## config.mk

```make
export PLATFORM = sky130hd
export DESIGN_NAME = funnel_shifter
export DESIGN_NICKNAME = d
export VERILOG_FILES = /design/src/rtl/funnel_shifter_pkg.sv /design/src/rtl/funnel_window.sv /design/src/rtl/funnel_shifter.sv
export SDC_FILE = /design/constraint.sdc
export NUM_CORES = 1
export LEC_CHECK = 0
export ABC_AREA = 1
export CORE_UTILIZATION = 30
export CTS_BUF_LIST = sky130_fd_sc_hd__clkbuf_2
export DETAILED_ROUTE_END_ITERATION = 10
export GPL_TIMING_DRIVEN = 0
export PLACE_DENSITY = 0.56
export SKIP_LAST_GASP = 1
export SYNTH_ARGS = -nofsm -noshare
export SYNTH_HDL_FRONTEND = slang
export SYNTH_SLANG_ARGS = --single-unit
```

## constraint.sdc

```tcl
create_clock -name clk_i -period 1.6 [get_ports clk_i]
set_clock_uncertainty 0.2 [all_clocks]
set_input_delay 0.24 -clock clk_i [delete_from_list [all_inputs] [get_ports clk_i]]
set_output_delay 0.24 -clock clk_i [all_outputs]
set_load 0.01 [all_outputs]
```

## src/rtl/funnel_shifter_pkg.sv

```systemverilog
// Shared types and helpers for the funnel shifter: mode encodings and
// shift-amount width derivation.
package funnel_shifter_pkg;

  typedef enum logic [2:0] {
    SHR_LOG = 3'b000,
    SHL_LOG = 3'b001,
    SHR_ARI = 3'b010,
    SHL_ARI = 3'b011,
    ROR     = 3'b100,
    ROL     = 3'b101
  } shift_mode_e;

  // Number of bits needed to encode a shift of 0..width-1.
  function automatic int unsigned calc_amt_w(input int unsigned width);
    return (width < 2) ? 1 : $clog2(width);
  endfunction

endpackage

```

## src/rtl/funnel_window.sv

```systemverilog
// Combinational window extractor: picks WIDTH bits out of {hi, lo}, sliding
// right by amt (dir=0) or left by amt (dir=1).
module funnel_window
  import funnel_shifter_pkg::*;
#(
  parameter int unsigned WIDTH = 4,
  localparam int unsigned AMT_W = calc_amt_w(WIDTH)
) (
  input  logic [WIDTH-1:0] hi_i,
  input  logic [WIDTH-1:0] lo_i,
  input  logic [AMT_W-1:0] amt_i,
  input  logic             dir_i,
  output logic [WIDTH-1:0] win_o
);

  localparam int unsigned BaseW = AMT_W + 1;

  logic [2*WIDTH-1:0] funnel;
  logic [BaseW-1:0]   base;

  assign funnel = {hi_i, lo_i};

  // A left window of F<<amt starts at bit WIDTH-amt of F; a right window at amt.
  always_comb begin
    if (dir_i) begin
      base = BaseW'(WIDTH) - {1'b0, amt_i};
    end else begin
      base = {1'b0, amt_i};
    end
  end

  assign win_o = funnel[base +: WIDTH];

endmodule

```

## src/rtl/funnel_shifter.sv

```systemverilog
// Registered shift/rotate unit: decodes mode into funnel operands and
// captures the selected window one clock after the inputs.
module funnel_shifter
  import funnel_shifter_pkg::*;
#(
  parameter int unsigned WIDTH = 4,
  localparam int unsigned AMT_W = calc_amt_w(WIDTH)
) (
  input  logic             clk_i,
  input  logic             rst_i,
  input  logic [WIDTH-1:0] a_i,
  input  logic [AMT_W-1:0] amt_i,
  input  logic [2:0]       mode_i,
  output logic [WIDTH-1:0] y_o
);

  logic [WIDTH-1:0] hi, lo, win;
  logic [AMT_W-1:0] amt;
  logic             dir;
  logic [WIDTH-1:0] y_d, y_q;

  always_comb begin
    hi  = '0;
    lo  = a_i;
    dir = 1'b0;
    amt = amt_i;
    case (shift_mode_e'(mode_i))
      SHR_LOG: hi = '0;
      SHL_LOG, SHL_ARI: begin
        hi  = a_i;
        lo  = '0;
        dir = 1'b1;
      end
      SHR_ARI: hi = {WIDTH{a_i[WIDTH-1]}};
      ROR:     hi = a_i;
      ROL: begin
        hi  = a_i;
        dir = 1'b1;
      end
      // Reserved encodings: a right window of {0, a} at offset 0 is a itself.
      default: amt = '0;
    endcase
  end

  funnel_window #(
    .WIDTH (WIDTH)
  ) u_window (
    .hi_i  (hi),
    .lo_i  (lo),
    .amt_i (amt),
    .dir_i (dir),
    .win_o (win)
  );

  assign y_d = win;

  always_ff @(posedge clk_i or posedge rst_i) begin
    if (rst_i) begin
      y_q <= '0;
    end else begin
      y_q <= y_d;
    end
  end

  assign y_o = y_q;

endmodule

```

# After elaboration in Yosys (flattened, before gate mapping)
# Index checks and enable logic that the tools add are counted.
[totals]
out_inout_bits = 4
in_bits = 11
elab_cells = 18
register_bits = 4
[classes]
shift = 1
eq_ne = 5
mux = 5
n_reduce_logical = 5
addsub = 1
[op_table]
columns = ["operator", "count"]
rows = [
  ["4-bit case mux with 2 select lines", 1],
  ["8-bit by 4-bit variable part select with 4-bit output", 1],
  ["3-bit by 2-bit equality test with 1-bit output (second input constant)", 2],
  ["3-bit equality test (second input constant)", 2],
  ["6-bit OR reduction", 1],
  ["4-bit two-way mux", 1],
  ["4-bit OR reduction", 1],
  ["3-bit by 1-bit equality test with 1-bit output (second input constant)", 1],
  ["3-bit zero test", 1],
  ["3-bit two-way mux", 1],
  ["3-bit OR reduction", 1],
  ["3-bit by 2-bit subtractor with 3-bit output (first input constant)", 1],
  ["2-bit two-way mux", 1],
  ["2-bit OR reduction", 1],
  ["1-bit two-way mux", 1],
]

# Depth between registers and ports, before layout
# Gate-level depths: netlist of run 1.
[logic_depth]
depth_word = 6
depth_mapped = 11

# Modules after synthesis
# From an unflattened synthesis of run 1, not the netlist that was laid out.
[unflattened]
hier_cells = 102
hier_area_um2 = 550.5
[modules_own_cells]
columns = ["module", "area_per_inst_um2", "cells_per_inst", "seq_area_each_um2", "instances"]
rows = [
  ["funnel_window", 329.1, 68, 0.0, 1],
  ["funnel_shifter", 221.5, 34, 100.1, 1],
]

# Least setup slack after synthesis of run 1
# Ideal clock, no wire load.
[synth_path]
path_type = "input-to-reg"
startpoint = "in mode_i[2]"
endpoint = "reg y_q[3] (netlist: y_o[3])"
setup_ns = 0.117
slack_ns = 0.051
stages = 11
required_ns = 1.283
arrival_ns = 1.232
cell_sequence = "nand2_2 -> nand2_1 -> buf_6 -> ha_1 -> nand3_1 -> nand2_2 -> inv_2 -> nand3_1 -> nand2_1 -> nand2_1 -> nand2_1"
[synth_via]
elab_chain_cells = 6
word_cells_on_any_way = 17
classes_between = "add/sub: 1; eq/ne: 5; shift: 1; mux: 5; reduce/logical: 5"
[synth_lines]
columns = ["element", "line_no", "text"]
rows = [
  ["from (decl)", "funnel_shifter.sv:13", "input logic [2:0] mode_i,"],
  ["3-bit equality test (tied with other cells)", "funnel_shifter.sv:27", "case (shift_mode_e'(mode_i))"],
  ["6-bit OR reduction (no source line)", "-", ""],
  ["2-bit two-way mux", "funnel_shifter.sv:27", ""],
  ["3-bit by 2-bit subtractor with 3-bit output", "funnel_window.sv:26", "base = BaseW'(WIDTH) - {1'b0, amt_i};"],
  ["3-bit two-way mux", "funnel_window.sv:25", "if (dir_i) begin"],
  ["8-bit by 4-bit variable part select with 4-bit output (*)", "funnel_window.sv:32", "assign win_o = funnel[base +: WIDTH];"],
  ["named net u_window.win_o[3]", "funnel_window.sv:13", "output logic [WIDTH-1:0] win_o"],
  ["to (signal assigned)", "funnel_shifter.sv:61", "y_q <= y_d;"],
  ["to (decl)", "funnel_shifter.sv:20", "logic [WIDTH-1:0] y_d, y_q;"],
]
# The timed path passes the listed nets; every way through them passes the cells marked *.

# Worst setup path in the final report of run 1
[layout_path]
startpoint = "in mode_i[1]"
endpoint = "reg y_q[1] (netlist: y_o[1])"
# The elaborated chain is that of the path after synthesis.

==> results of run 1 <==
[area by class of cell]
type | count | area, sq um
Sequential cell | 4 | 100
Clock buffer | 3 | 15.0
Timing Repair Buffer | 16 | 150
Multi-Input combinational cell | 64 | 344
Inverter | 10 | 37.5
Tap cell | 15 | 18.8
Buffer | 2 | 22.5
Fill cell | 155 | 678
[logic make-up after synthesis]
group	share of synthesized area, %
adder cells (fa/ha/maj)	2.68
AND/OR/NAND/NOR	63.0
flip-flops	21.4
buffers and inverters	12.9
[repair_timing]
item,4_1_cts,5_1_grt
pin swaps,10,2
endpoints found under the hold margin,0,0
endpoints found under the setup margin,4,4
resized for setup,12,3
setup buffers,2,0
gates cloned,0,0
[synthesized netlist by cell type]
cell type  count  area (sq um)
nand4_1        2          12.5
dfrtp_1        4           100
ha_1           1          12.5
nand2_4        1          11.3
nand2_2        3          18.8
nand2_1       26          97.6
nand3_1       30           150
buf_6          2          22.5
inv_2          1          3.75
nor2_1         1          3.75
inv_1          9          33.8
[critical path, delay by kind of cell]
family	cells	cell delay, ns
AND/OR/NAND/NOR	8	0.54
buffers and inverters	3	0.37
adder cells (fa/ha/maj)	1	0.26
[path summary, 6_finish.rpt]
kind / start / endpoint / depth (start not counted)
min in group clk_i: mode_i[2] / y_o[3] / 6
max in group asynchronous: rst_i / y_o[1] / 2
setup / recovery: mode_i[1] / y_o[1] / 12
hold / removal: rst_i / y_o[2] / 2
[report_power, final]
| part | total (mW) | switching [mW] | internal [mW] |
|---|---|---|---|
| clock | 0.0920 | 0.0416 | 0.0504 |
| combinational | 0.211 | 0.110 | 0.102 |
| sequential | 0.123 | 0.00369 | 0.119 |
| total | 0.426 | 0.155 | 0.271 |
[routing by layer]
layer,track usage (%),up-vias
met5,0,-
met4,3.87,0
met3,5.65,2
met2,23.8,16
met1,20.1,253
li1,-,304
[per-stage QoR]
stage          hold slack [ns]  cells  setup TNS (ns)  power, mW  area [sq um]
6_report               0.00814    114               0      0.426           688
2_1_floorplan           -0.194     80               0      0.237           467
3_3_place_gp             0.235    109           -2.27      0.321           626
5_1_grt                 0.0171    114               0      0.469           688
3_5_place_dp             0.230    109           -2.27      0.321           626
4_1_cts                0.00512    114               0      0.430           686
==> results by group, run 1 <==
Worst setup path
  • Most used cell, CP: nand2_1
  • Crit path largest cell delay: 0.26 ns
  • WP data arrival: 1.43 ns
  • Crit path cell chain: clkdlybuf4s15_1, nand2_2, nand2_2, buf_6, ha_4, nand3_2, nand2_4, inv_2, nand3_2, nand2_1, nand2_1, nand2_1
  • Crit Path Max Fanout: 5
  • Required time worst endpoint: 1.49 ns
  • CP Class: in2reg
  • Critical-path top delay cell: ha_4
  • Crit end category: register
  • Startpoint Class: input port

Clock network
  • Maximum clock insertion buffer count: 2
  • Hold_buf cts: 0
  • CTS tree: yes
  • CTS H-Tree Depth: 1
  • TritonCTS Buffers: 3
  • Clock-pin slew on the worst setup and hold paths: 0.05 ns
  • Clk root buf: clkbuf_2
  • Sink Count: 4

Floorplan
  • Initial Utilization: 34.2%
  • Die Height: 41.4 um
  • Die area: 0.00172 sq mm
  • I/O Pins: 15
  • Core Footprint: 0.00137 sq mm
  • Die width: 41.4 um
  • Rows: 13

Place
  • # port buffers: 14
  • Final Wtd Congestion: 0.760
  • Place WS: -0.585 ns
  • Hpwl dp: 893 um

Yosys
  • Synth Instances: 80
  • Mapped Area: 467 sq um
  • Synth Warn #: 0
  • Register bit count reported by yosys: 4
  • Synth cell types: 11
  • Syn_area_per_cell: 5.83 sq um
  • Sequential-to-total area share from yosys stat: 21.4%
  • Syn Nets: 92

Routing
  • M1 WL: 562 um
  • Post-route DRC violation count: 0
  • DR top layer: met4
  • Antenna-violating nets left: 0
  • Routed wl met3: 50 um
  • Vias/cell: 5.04
  • DRT Wirelength: 1140 um
  • DR pass1 iterations: 4
  • DR vias: 575
  • Drt initial violations: 19
  • WL/cell: 10.0 um
  • Met2 WL: 517 um

Pwr
  • Lkg Pwr: 0.393 nW
  • Worst VDD drop: 0.223 mV
  • Power density over the cells: 619 mW/mm^2

Cells and area
  • Share of cells above drive strength 1: 19.2%
  • Layout Nets: 113
  • Commonest non-fill, non-tap cells in the layout: 27 x nand3_1, 24 x nand2_1, 9 x inv_1, 9 x clkdlybuf4s50_1
  • Fin util: 50.4%
  • Most common cell after layout, fill and taps aside: nand3_1
  • Antenna diodes: 0
  • Max FFs per register: 4
  • Area Overhead vs Synth: 47.5%

STA
  • RSZ-0062 raised after global routing: false
  • Hold Violations, Final: 0
  • Post-route minimum period: 1.53 ns
  • Worst Max-Slew Pin Slew: 0.257 ns
  • Final WS setup: 0.0681 ns
  • Max frequency: 653 MHz
  • Final count of pins violating max slew: 0
  • Slew headroom: 82.8%
  • # setup viols final: 0
  • Fin crit share: 95.7%

GRT
  • Total gr overflow: 0
  • Overall routing resource usage: 15.3%
  • Initial antenna violation count: 0
  • Number of global-route vias before repair: 503
  • Largest net degree at the start of global routing: 10
  • First-pass GRT wire length: 2080 um

Run status
  • Status: completed

Worst hold path
  • Hold Path Class: in2async

Run
  • Max-cap violations: 0
Power figures use the tool's default switching activity.
==> run 2, diff against run 1 <==
==> constraint.sdc (replaced) <==
create_clock -name clk_i -period 1.9 [get_ports clk_i]
set_clock_uncertainty 0.2 [all_clocks]
set_input_delay 0.285 -clock clk_i [delete_from_list [all_inputs] [get_ports clk_i]]
set_output_delay 0.285 -clock clk_i [all_outputs]
set_load 0.01 [all_outputs]
==> results by group, run 2 (synthesized netlist as in run 1, its figures left out) <==
Run status
  • Status: completed (unchanged)

Pwr
  • Pint: 228 uW (was 271 uW)
  • Reg power frac: 29.0% (was 28.8%)
  • Lkg Pwr: 0.389 nW (was 0.393 nW)
  • Worst VDD drop: 0.186 mV (was 0.223 mV)
  • Clk pwr share: 21.7% (was 21.6%)
  • Sw power: 127 uW (was 155 uW)
  • Sw Ratio: 35.8% (was 36.4%)
  • Logic pwr share: 49.2% (was 49.6%)
  • Power density over the cells: 524 mW/mm^2 (was 619 mW/mm^2)

GRT
  • Number of global-route vias before repair: 488 (was 503)
  • Total gr overflow: 0 (unchanged)
  • First-pass GRT wire length: 2010 um (was 2080 um)
  • Initial antenna violation count: 0 (unchanged)
  • Overall routing resource usage: 14.8% (was 15.3%)
  • Largest net degree at the start of global routing: 11 (was 10)

Clock network
  • Clk root buf: clkbuf_2 (unchanged)
  • Sink Count: 4 (unchanged)
  • Maximum clock insertion buffer count: 2 (unchanged)
  • CTS tree: yes (unchanged)
  • Clock-pin slew on the worst setup and hold paths: 0.05 ns (about the same)
  • CTS H-Tree Depth: 1 (unchanged)
  • TritonCTS Buffers: 3 (unchanged)

Cells and area
  • Most common cell after layout, fill and taps aside: nand3_1 (unchanged)
  • Layout Nets: 114 (was 113)
  • Sequential Area: 100 sq um (unchanged)
  • Fin util: 49.6% (was 50.4%)
  • Area Overhead vs Synth: 45.3% (was 47.5%)
  • Antenna diodes: 0 (unchanged)
  • Max FFs per register: 4 (unchanged)
  • Fill count: 152 (was 155)
  • Multi-input combinational cell area: 322 sq um (was 344 sq um)
  • Share of cells above drive strength 1: 15.0% (was 19.2%)
  • Commonest non-fill, non-tap cells in the layout: 30 x nand3_1, 25 x nand2_1, 11 x clkdlybuf4s50_1 (was 27 x nand3_1, 24 x nand2_1, 9 x inv_1, 9 x clkdlybuf4s50_1)

Worst setup path
  • Crit path largest cell delay: 0.47 ns (was 0.26 ns)
  • Crit Path Max Fanout: 5 (unchanged)
  • Required time worst endpoint: 1.79 ns (was 1.49 ns)
  • Critical-path top delay cell: clkdlybuf4s50_1 (was ha_4)
  • Startpoint Class: input port (unchanged)
  • CP Class: in2reg (unchanged)
  • Most used cell, CP: nand2_1 (unchanged)
  • Crit end category: register (unchanged)
  • WP data arrival: 1.68 ns (was 1.43 ns)
  • Crit path cell chain: clkdlybuf4s50_1, nand2_1, ha_4, nand3_1, nand2_2, inv_2, nand3_1, nand2_1, nand2_1, nand2_1 (was clkdlybuf4s15_1, nand2_2, nand2_2, buf_6, ha_4, nand3_2, nand2_4, inv_2, nand3_2, nand2_1, nand2_1, nand2_1)

Routing
  • Vias/cell: 5.10 (was 5.04)
  • WL/cell: 10.2 um (was 10.0 um)
  • Antenna-violating nets left: 0 (unchanged)
  • Post-route DRC violation count: 0 (unchanged)
  • DRT Wirelength: 1170 um (was 1140 um)
  • DR pass1 iterations: 4 (unchanged)
  • Drt initial violations: 23 (was 19)
  • DR vias: 587 (was 575)

STA
  • Hold Violations, Final: 0 (unchanged)
  • # setup viols final: 0 (unchanged)
  • Post-route minimum period: 1.79 ns
  • Fin crit share: 94.2%
  • Final WS setup: 0.111 ns (was 0.0681 ns)
  • Final count of pins violating max slew: 0 (unchanged)
  • Max frequency: 559 MHz
  • Worst Max-Slew Pin Slew: 0.221 ns (was 0.257 ns)
  • RSZ-0062 raised after global routing: false (unchanged)
  • Slew headroom: 85.2% (was 82.8%)

Floorplan
  • Die Height: 41.4 um (unchanged)
  • Rows: 13 (unchanged)
  • Initial Utilization: 34.2% (unchanged)
  • Die area: 0.00172 sq mm (unchanged)
  • Core Footprint: 0.00137 sq mm (unchanged)
  • I/O Pins: 15 (unchanged)
  • Die width: 41.4 um (unchanged)

Place
  • Final Wtd Congestion: 0.760 (unchanged)
  • Place WS: -0.330 ns (was -0.585 ns)
  • Hpwl dp: 893 um (unchanged)
  • # port buffers: 14 (unchanged)

Worst hold path
  • Hold Path Class: in2async (unchanged)

Run
  • Max-cap violations: 0 (unchanged)
run 2: changes by cell type in the layout (fill, tap and decap cells not counted), sizes merged:
cell / before / now
clkbuf: 4 / 3
clkdlybuf4s50: 9 / 11
clkdlybuf4s15: 1 / 0
buf: 4 / 5
run 2: per-stage QoR:
stage	TNS (ns)	cell area (sq um)	power, mW	cells	hold slack, ns
4_1_cts	0	658	0.355	113	0.0501
3_3_place_gp	-1.25	626	0.270	109	0.280
2_1_floorplan	0	467	0.199	80	-0.149
3_5_place_dp	-1.25	626	0.270	109	0.275
5_1_grt	0	678	0.391	115	0.0621
6_report	0	678	0.356	115	0.0540
run 2: timing repair:
action / 4_1_cts / 5_1_grt
setup buffers: 1 / 2
pin swaps: 2 / 1
hold buffers: 0 / 0
resized for setup: 3 / 2
endpoints found under the setup margin: 4 / 2
cloned: 0 / 0
run 2: worst max-delay path, delay by kind of cell:
kind | cells | cell delay (ns)
adder cells (fa/ha/maj) | 1 | 0.28
AND/OR/NAND/NOR | 7 | 0.57
buffers and inverters | 2 | 0.54
run 2: path summary, 6_finish.rpt:
path / start / end / slack [ns] / cells after the start
worst max-delay path: amt_i[1] / y_o[3] / 0.11 / 10
worst min-delay path: rst_i / y_o[2] / 0.05 / 2
max in group asynchronous: rst_i / y_o[1] / 1.30 / 2
min in group clk_i: amt_i[0] / y_o[3] / 0.34 / 5
run 2: power groups by stage:
| stage | logic, mW | registers [mW] | clock network, mW |
|---|---|---|---|
| 2_1_floorplan | 0.0858 | 0.114 | 0 |
| 4_1_cts | 0.170 | 0.103 | 0.0815 |
| 3_3_place_gp | 0.165 | 0.105 | 0 |
| 5_1_grt | 0.195 | 0.104 | 0.0914 |
| 6_report | 0.175 | 0.103 | 0.0772 |
| 3_5_place_dp | 0.165 | 0.105 | 0 |
run 2: cell type report:
class                           instances  share of cell area [%]
Buffer                                  2                    3.32
Clock buffer                            3                    2.21
Inverter                               10                    5.54
Multi-Input combinational cell         64                    47.4
Sequential cell                         4                    14.8
Tap cell                               15                    2.77
Timing Repair Buffer                   17                    24.0
run 2: per-layer routing:
metal	share of wire, %	wire length [um]	up-vias	GRT usage, %
li1	-	-	304	-
met1	46	537	251	19.3
met2	44	521	30	22.8
met3	8.8	103	2	5.65
met4	0.85	10	0	3.87
met5	0	0	-	0
